$ cat src/rtl/sram_port_arbiter_if.sv
// Requester and SRAM pin bundle for the read/write port arbiter.
// slave is the arbiter's view; master is requesters plus SRAM.
`ifndef INTERNAL_BITS
`define INTERNAL_BITS 16
`endif

interface sram_port_arbiter_if #(
  parameter int ADDR_BITS = 13,
  parameter int DATA_BITS = `INTERNAL_BITS
);
  logic [1:0]           rreq;
  logic [ADDR_BITS-1:0] raddr0;
  logic [ADDR_BITS-1:0] raddr1;
  logic [1:0]           rgnt;
  logic [1:0]           rvalid;
  logic [DATA_BITS-1:0] rdata;
  logic [1:0]           wreq;
  logic [ADDR_BITS-1:0] waddr0;
  logic [ADDR_BITS-1:0] waddr1;
  logic [DATA_BITS-1:0] wdata0;
  logic [DATA_BITS-1:0] wdata1;
  logic [1:0]           wgnt;
  logic                 cena;
  logic [ADDR_BITS-1:0] aa;
  logic [DATA_BITS-1:0] qa;
  logic                 cenb;
  logic                 wenb;
  logic [ADDR_BITS-1:0] ab;
  logic [DATA_BITS-1:0] db;

  modport slave (
    input  rreq, raddr0, raddr1,
    input  wreq, waddr0, waddr1,
    input  wdata0, wdata1, qa,
    output rgnt, rvalid, rdata, wgnt,
    output cena, aa, cenb, wenb, ab, db
  );

  modport master (
    output rreq, raddr0, raddr1,
    output wreq, waddr0, waddr1,
    output wdata0, wdata1, qa,
    input  rgnt, rvalid, rdata, wgnt,
    input  cena, aa, cenb, wenb, ab, db
  );
endinterface

$ cat src/rtl/sram_port_arbiter.sv
// Round-robin arbiter for a two-port SRAM: port A read, port B write.
// Registered SRAM pins, fixed two-edge read return, same-cycle bypass.
`ifndef INTERNAL_BITS
`define INTERNAL_BITS 16
`endif

module sram_port_arbiter #(
  parameter int ADDR_BITS = 13,
  parameter int DATA_BITS = `INTERNAL_BITS
) (
  input  logic clk,
  input  logic rst_n,
  sram_port_arbiter_if.slave bus
);
  typedef struct packed {
    logic                 v;
    logic                 id;
    logic                 byp;
    logic [DATA_BITS-1:0] d;
  } rtag_t;

  logic                 rptr, wptr;
  logic [1:0]           rgnt, wgnt;
  logic                 racc, wacc;
  logic                 rid, wid;
  logic [ADDR_BITS-1:0] ra, wa;
  logic [DATA_BITS-1:0] wd;
  logic                 cena_q, cenb_q, wenb_q;
  logic [ADDR_BITS-1:0] aa_q, ab_q;
  logic [DATA_BITS-1:0] db_q;
  rtag_t                s1, s2;

  // lone request wins; under contention the pointer owner wins
  always_comb begin
    rgnt = bus.rreq;
    wgnt = bus.wreq;
    if (&bus.rreq) rgnt = rptr ? 2'b10 : 2'b01;
    if (&bus.wreq) wgnt = wptr ? 2'b10 : 2'b01;
  end

  assign racc = |rgnt;
  assign wacc = |wgnt;
  assign rid  = rgnt[1];
  assign wid  = wgnt[1];
  assign ra   = rid ? bus.raddr1 : bus.raddr0;
  assign wa   = wid ? bus.waddr1 : bus.waddr0;
  assign wd   = wid ? bus.wdata1 : bus.wdata0;

  // pointer hands priority to the requester not just served
  always_ff @(posedge clk or negedge rst_n) begin
    if (!rst_n) begin
      rptr <= 1'b0;
      wptr <= 1'b0;
    end else begin
      if (racc) rptr <= ~rid;
      if (wacc) wptr <= ~wid;
    end
  end

  // port A pins: enable pulses per accept, address holds otherwise
  always_ff @(posedge clk or negedge rst_n) begin
    if (!rst_n) begin
      cena_q <= 1'b0;
      aa_q   <= '0;
    end else begin
      cena_q <= racc;
      if (racc) aa_q <= ra;
    end
  end

  // port B pins: enable and write strobe together, addr/data hold
  always_ff @(posedge clk or negedge rst_n) begin
    if (!rst_n) begin
      cenb_q <= 1'b0;
      wenb_q <= 1'b0;
      ab_q   <= '0;
      db_q   <= '0;
    end else begin
      cenb_q <= wacc;
      wenb_q <= wacc;
      if (wacc) begin
        ab_q <= wa;
        db_q <= wd;
      end
    end
  end

  // return tag pipe; same-address write data rides along as bypass
  always_ff @(posedge clk or negedge rst_n) begin
    if (!rst_n) begin
      s1 <= '0;
      s2 <= '0;
    end else begin
      s1.v   <= racc;
      s1.id  <= rid;
      s1.byp <= racc & wacc & (ra == wa);
      s1.d   <= wd;
      s2     <= s1;
    end
  end

  assign bus.rgnt   = rgnt;
  assign bus.wgnt   = wgnt;
  assign bus.cena   = cena_q;
  assign bus.aa     = aa_q;
  assign bus.cenb   = cenb_q;
  assign bus.wenb   = wenb_q;
  assign bus.ab     = ab_q;
  assign bus.db     = db_q;
  assign bus.rvalid = {s2.v & s2.id, s2.v & ~s2.id};
  assign bus.rdata  = s2.byp ? s2.d : bus.qa;
endmodule
$ cat src/flat_wrapper.sv
// flat-port wrapper written by rule: the top's interface ports become plain ports
module sram_port_arbiter_flat 
#(
  parameter int ADDR_BITS = 13,
  parameter int DATA_BITS = `INTERNAL_BITS
)
  (clk, rst_n, bus_rreq, bus_raddr0, bus_raddr1, bus_wreq, bus_waddr0, bus_waddr1, bus_wdata0, bus_wdata1, bus_qa, bus_rgnt, bus_rvalid, bus_rdata, bus_wgnt, bus_cena, bus_aa, bus_cenb, bus_wenb, bus_ab, bus_db);
  sram_port_arbiter_if #(.ADDR_BITS(ADDR_BITS), .DATA_BITS(DATA_BITS)) bus_i ();
  input  logic clk;
  input  logic rst_n;
  input wire logic [$bits(bus_i.rreq)-1:0] bus_rreq;
  input wire logic [$bits(bus_i.raddr0)-1:0] bus_raddr0;
  input wire logic [$bits(bus_i.raddr1)-1:0] bus_raddr1;
  input wire logic [$bits(bus_i.wreq)-1:0] bus_wreq;
  input wire logic [$bits(bus_i.waddr0)-1:0] bus_waddr0;
  input wire logic [$bits(bus_i.waddr1)-1:0] bus_waddr1;
  input wire logic [$bits(bus_i.wdata0)-1:0] bus_wdata0;
  input wire logic [$bits(bus_i.wdata1)-1:0] bus_wdata1;
  input wire logic [$bits(bus_i.qa)-1:0] bus_qa;
  output wire logic [$bits(bus_i.rgnt)-1:0] bus_rgnt;
  output wire logic [$bits(bus_i.rvalid)-1:0] bus_rvalid;
  output wire logic [$bits(bus_i.rdata)-1:0] bus_rdata;
  output wire logic [$bits(bus_i.wgnt)-1:0] bus_wgnt;
  output wire logic [$bits(bus_i.cena)-1:0] bus_cena;
  output wire logic [$bits(bus_i.aa)-1:0] bus_aa;
  output wire logic [$bits(bus_i.cenb)-1:0] bus_cenb;
  output wire logic [$bits(bus_i.wenb)-1:0] bus_wenb;
  output wire logic [$bits(bus_i.ab)-1:0] bus_ab;
  output wire logic [$bits(bus_i.db)-1:0] bus_db;
  assign bus_i.rreq = bus_rreq;
  assign bus_i.raddr0 = bus_raddr0;
  assign bus_i.raddr1 = bus_raddr1;
  assign bus_i.wreq = bus_wreq;
  assign bus_i.waddr0 = bus_waddr0;
  assign bus_i.waddr1 = bus_waddr1;
  assign bus_i.wdata0 = bus_wdata0;
  assign bus_i.wdata1 = bus_wdata1;
  assign bus_i.qa = bus_qa;
  assign bus_rgnt = bus_i.rgnt;
  assign bus_rvalid = bus_i.rvalid;
  assign bus_rdata = bus_i.rdata;
  assign bus_wgnt = bus_i.wgnt;
  assign bus_cena = bus_i.cena;
  assign bus_aa = bus_i.aa;
  assign bus_cenb = bus_i.cenb;
  assign bus_wenb = bus_i.wenb;
  assign bus_ab = bus_i.ab;
  assign bus_db = bus_i.db;
  sram_port_arbiter #(.ADDR_BITS(ADDR_BITS), .DATA_BITS(DATA_BITS)) u_core (.clk(clk), .rst_n(rst_n), .bus(bus_i));
endmodule
$ cat config.mk
export PLATFORM = sky130hd
export DESIGN_NAME = sram_port_arbiter_flat
export DESIGN_NICKNAME = d
export VERILOG_FILES = /design/src/rtl/sram_port_arbiter_if.sv /design/src/rtl/sram_port_arbiter.sv /design/src/flat_wrapper.sv
export SDC_FILE = /design/constraint.sdc
export NUM_CORES = 1
export LEC_CHECK = 0
export BUFFER_PORTS_ARGS = -buffer_cell sky130_fd_sc_hd__buf_2
export CAP_MARGIN = 20
export CORE_MARGIN = 8
export CORE_UTILIZATION = 44
export DETAILED_ROUTE_END_ITERATION = 7
export PLACE_DENSITY = 0.78
export SYNTH_ARGS = -nofsm -noshare
export SYNTH_HDL_FRONTEND = slang
export SYNTH_SLANG_ARGS = --single-unit
export TNS_END_PERCENT = 100
$ cat constraint.sdc
create_clock -name clk -period 2.6 [get_ports clk]
set_input_delay 0.39 -clock clk [delete_from_list [all_inputs] [get_ports clk]]
set_output_delay 0.39 -clock clk [all_outputs]
set_load 0.05 [all_outputs]
==> impl_metrics.yaml <==
sta:
  drv_slew: 0
  timing.hold.ws_ps: -6.008
  finalClockSkew_ps: 10.96
  final.setup.tns_ps: 0
  min_period_ps: 2033
  hold_viol_final: 6
  period_share: 0.7819
  max_slew_margin: 0.4273
  worstMarginPinSlew_ps: 859.0
  final-setup-viol-count: 0
  rsz0062_at_grt: "no"
  fmax_mhz: 491.9
floorplan:
  die_h_um: 104.3
  start_util: 0.4488
  fp.dieArea_um2: 10880
  ios: 173
  die_x_um: 104.3
  core_region_area_um2: 7647
  core.rowCount: 32
clock_network:
  clkSinkCount: 83
  hold_buffers: 0
  post_cts_buffers: 0
  post_cts_resized: 0
  cts_tree: "built"
  path_clk_slew_ps: 90
  htree_levels: 3
  clk_latency_ps: 340
  numCtsBuffers: 9
  root_buffer: "clkbuf_8"
  clockBufferDepth: 2
cells_and_area:
  final_cell_mix: "171 x buf_2, 83 x dfrtp_1, 48 x mux2_2"
  area_growth_pct: 35.33
  fin_util: 0.6073
  nets: 536
  antenna_cells: 0
  final_common_cell: "buf_2"
  drive_gt1_frac: 0.5632
yosys:
  avgSynthCellArea_um2: 13.30
  ys_types: 24
  netlist_area_um2: 3432
  ys_ff_latch: 83
  synth_fp_nets: 364
  ys_seq_area_frac: 0.6052
  yosys.area_share.simple: 0.05031
  synthMuxAreaShare: 0.2333
  ys_warn_count: 0
  synth_cells: 258
  synth_fa_ha_area_frac: 0
  synth-xor-area-share: 0.03318
  synth_compound_area_frac: 0.04922
  synth_top_family_by_area: "multiplexers"
worst_setup_path:
  critPathSlowestCell: "o21ai_4"
  reg2reg_slack_ps: 600
  worstRegToRegCells: 7
  path_cells: "o21ai_4 -> inv_1 -> buf_2"
  r2r-start: "u_core.wptr$_DFFE_PN0N_"
  r2r-end: "u_core.s1[16]$_DFF_PN0_"
  worstPathArrival_ps: 1640
  critPathMaxStageDelay_ps: 500
  crit_type: "reg2out"
  path_buf_inv: 2
  start_kind: "flop"
  required_ps: 2210
  crit_path_max_fanout: 14
  end_kind: "primary output"
  path_delay_family: "compound AO/OA/AOI/OAI gates"
power_and_ir_drop:
  internal-power_mw: 2.426
  p_sw_mw: 1.115
  comb_power_share: 0.244
  p_clk_frac: 0.337
  switching_share: 0.3149
  p_seq_frac: 0.419
  power_density_nw_per_um2: 762.3
  vdd_drop_max_uv: 443.7
  total_leakage_power_nw: 2.328
grt:
  antenna_found_initial: 0
  grt_pass1_vias: 2924
  grt_util_met1: 0.1692
  gr-usage-met2: 0.3015
  track_usage: 0.1629
  grt_max_degree: 49
  met3_usage: 0.04461
  grt_pass1_wl_mm: 14.41
  grt_overflow: 0
  top_usage_layer: "met2"
drt:
  drt_iter0_markers: 56
  vias: 2566
  firstDrtPassIters: 4
  drt_wl_total_mm: 8.879
  drt-vias-per-instance: 4.778
  ant_nets: 0
  drc: 0
  wl_per_cell_um: 16.53
placement:
  gp_congestion: 0.8010
  port-buffer-count: 172
  dp_hpwl_mm: 6.921
outcome:
  violations: "hold timing"
  status: "complete, but fails checks"
worst_hold_path:
  hp-class: "in2async"
run:
  cap_violations: 0
[layout make-up]
class,count,area [um2]
clock inverters,7,138.9
flip-flops and latches,83,2077
inverters,4,15.01
fillers,621,3003
multi-input cells,156,1256
clock buffers,9,123.9
well taps,102,127.6
repair buffers,176,905.9
[power groups by stage]
stage	clock, mW	sequential, mW	combinational [mW]
floorplan	0	1.78	0.328
global placement	0	1.50	0.864
detailed placement	0	1.51	0.876
CTS	1.22	1.48	0.878
global route	1.27	1.50	0.918
finish	1.19	1.48	0.866
[synth_stat cells]
cell type | n | area, um2
dfrtp_1 | 83 | 2077
mux2_2 | 48 | 540.5
a21oi_1 | 28 | 140.1
nor2_1 | 27 | 101.4
mux2i_1 | 26 | 260.3
xnor2_1 | 13 | 113.9
clkbuf_1 | 6 | 22.52
buf_1 | 3 | 11.26
buf_2 | 3 | 15.01
inv_1 | 3 | 11.26
nand4_1 | 3 | 18.77
buf_4 | 2 | 15.01
or2_2 | 2 | 12.51
a21boi_0 | 1 | 7.510
and2_1 | 1 | 6.260
buf_12 | 1 | 20.02
inv_2 | 1 | 3.750
nand2_1 | 1 | 3.750
nand2b_1 | 1 | 6.260
nand3_1 | 1 | 5.000
nor2b_1 | 1 | 6.260
nor4_2 | 1 | 12.51
o21ai_0 | 1 | 5.000
o21ai_4 | 1 | 16.27
[metrics by stage]
step,instances,hold WS (ps),total power [mW],setup slack (ps),area [um2]
floorplan,258,94.41,2.109,680.9,3432
global placement,521,331.3,2.363,626.2,4382
detailed placement,521,334.7,2.383,542.9,4382
CTS,537,0.7237,3.584,553.1,4644
global route,537,2.228,3.688,458.0,4644
finish,537,-6.008,3.541,567.2,4644
[logic make-up (layout without fill, tap and decap cells)]
family,after synthesis,count (layout)
AOI/OAI and AO/OA,31,31
muxes,74,74
buffers and inverters,19,196
DFF,83,83
and+or+nand+nor,38,38
xor gates and xnor gates,13,13
[worst reg2reg max path: cells and delay by family, from the launching register on]
kind          cells  cell delay (ps)
simple gates      4              660
mux               1              420
flops             1              410
buf+inv           1              240
xor+xnor          1              190
[sequential cells by signal, summed over array words and instances (netlist names)]
signal / flops
u_core.wptr: 1
u_core.s1: 18
u_core.bus.cenb: 1
u_core.rptr: 1
u_core.bus.db: 16
u_core.s2: 19
u_core.bus.ab: 13
u_core.bus.aa: 13
u_core.bus.cena: 1
[metal layers]
layer  vias to the layer above  share of wire  wire [um]
met1                      1238           0.39       3495
met2                        91           0.54       4780
met3                         9          0.055        484
met5                         -              0          0
met4                         0          0.013        118
li1                       1228              -          -
[worst max path at each step]
stage,endpoint,depth (start not counted),slack [ps],from
3_3_place_gp,u_core.s1[16]$_DFF_PN0_,7,630,bus_rreq[0]
6_report,bus_rgnt[1],3,570,u_core.rptr$_DFFE_PN0P_
5_1_grt,u_core.s1[16]$_DFF_PN0_,5,460,u_core.rptr$_DFFE_PN0P_
2_1_floorplan,bus_wgnt[0],1,680,bus_wreq[0]
3_5_place_dp,u_core.s1[16]$_DFF_PN0_,7,540,bus_rreq[0]
4_1_cts,bus_rdata[7],3,550,u_core.s2[16]$_DFF_PN0_
Power figures use the tool's default switching activity.
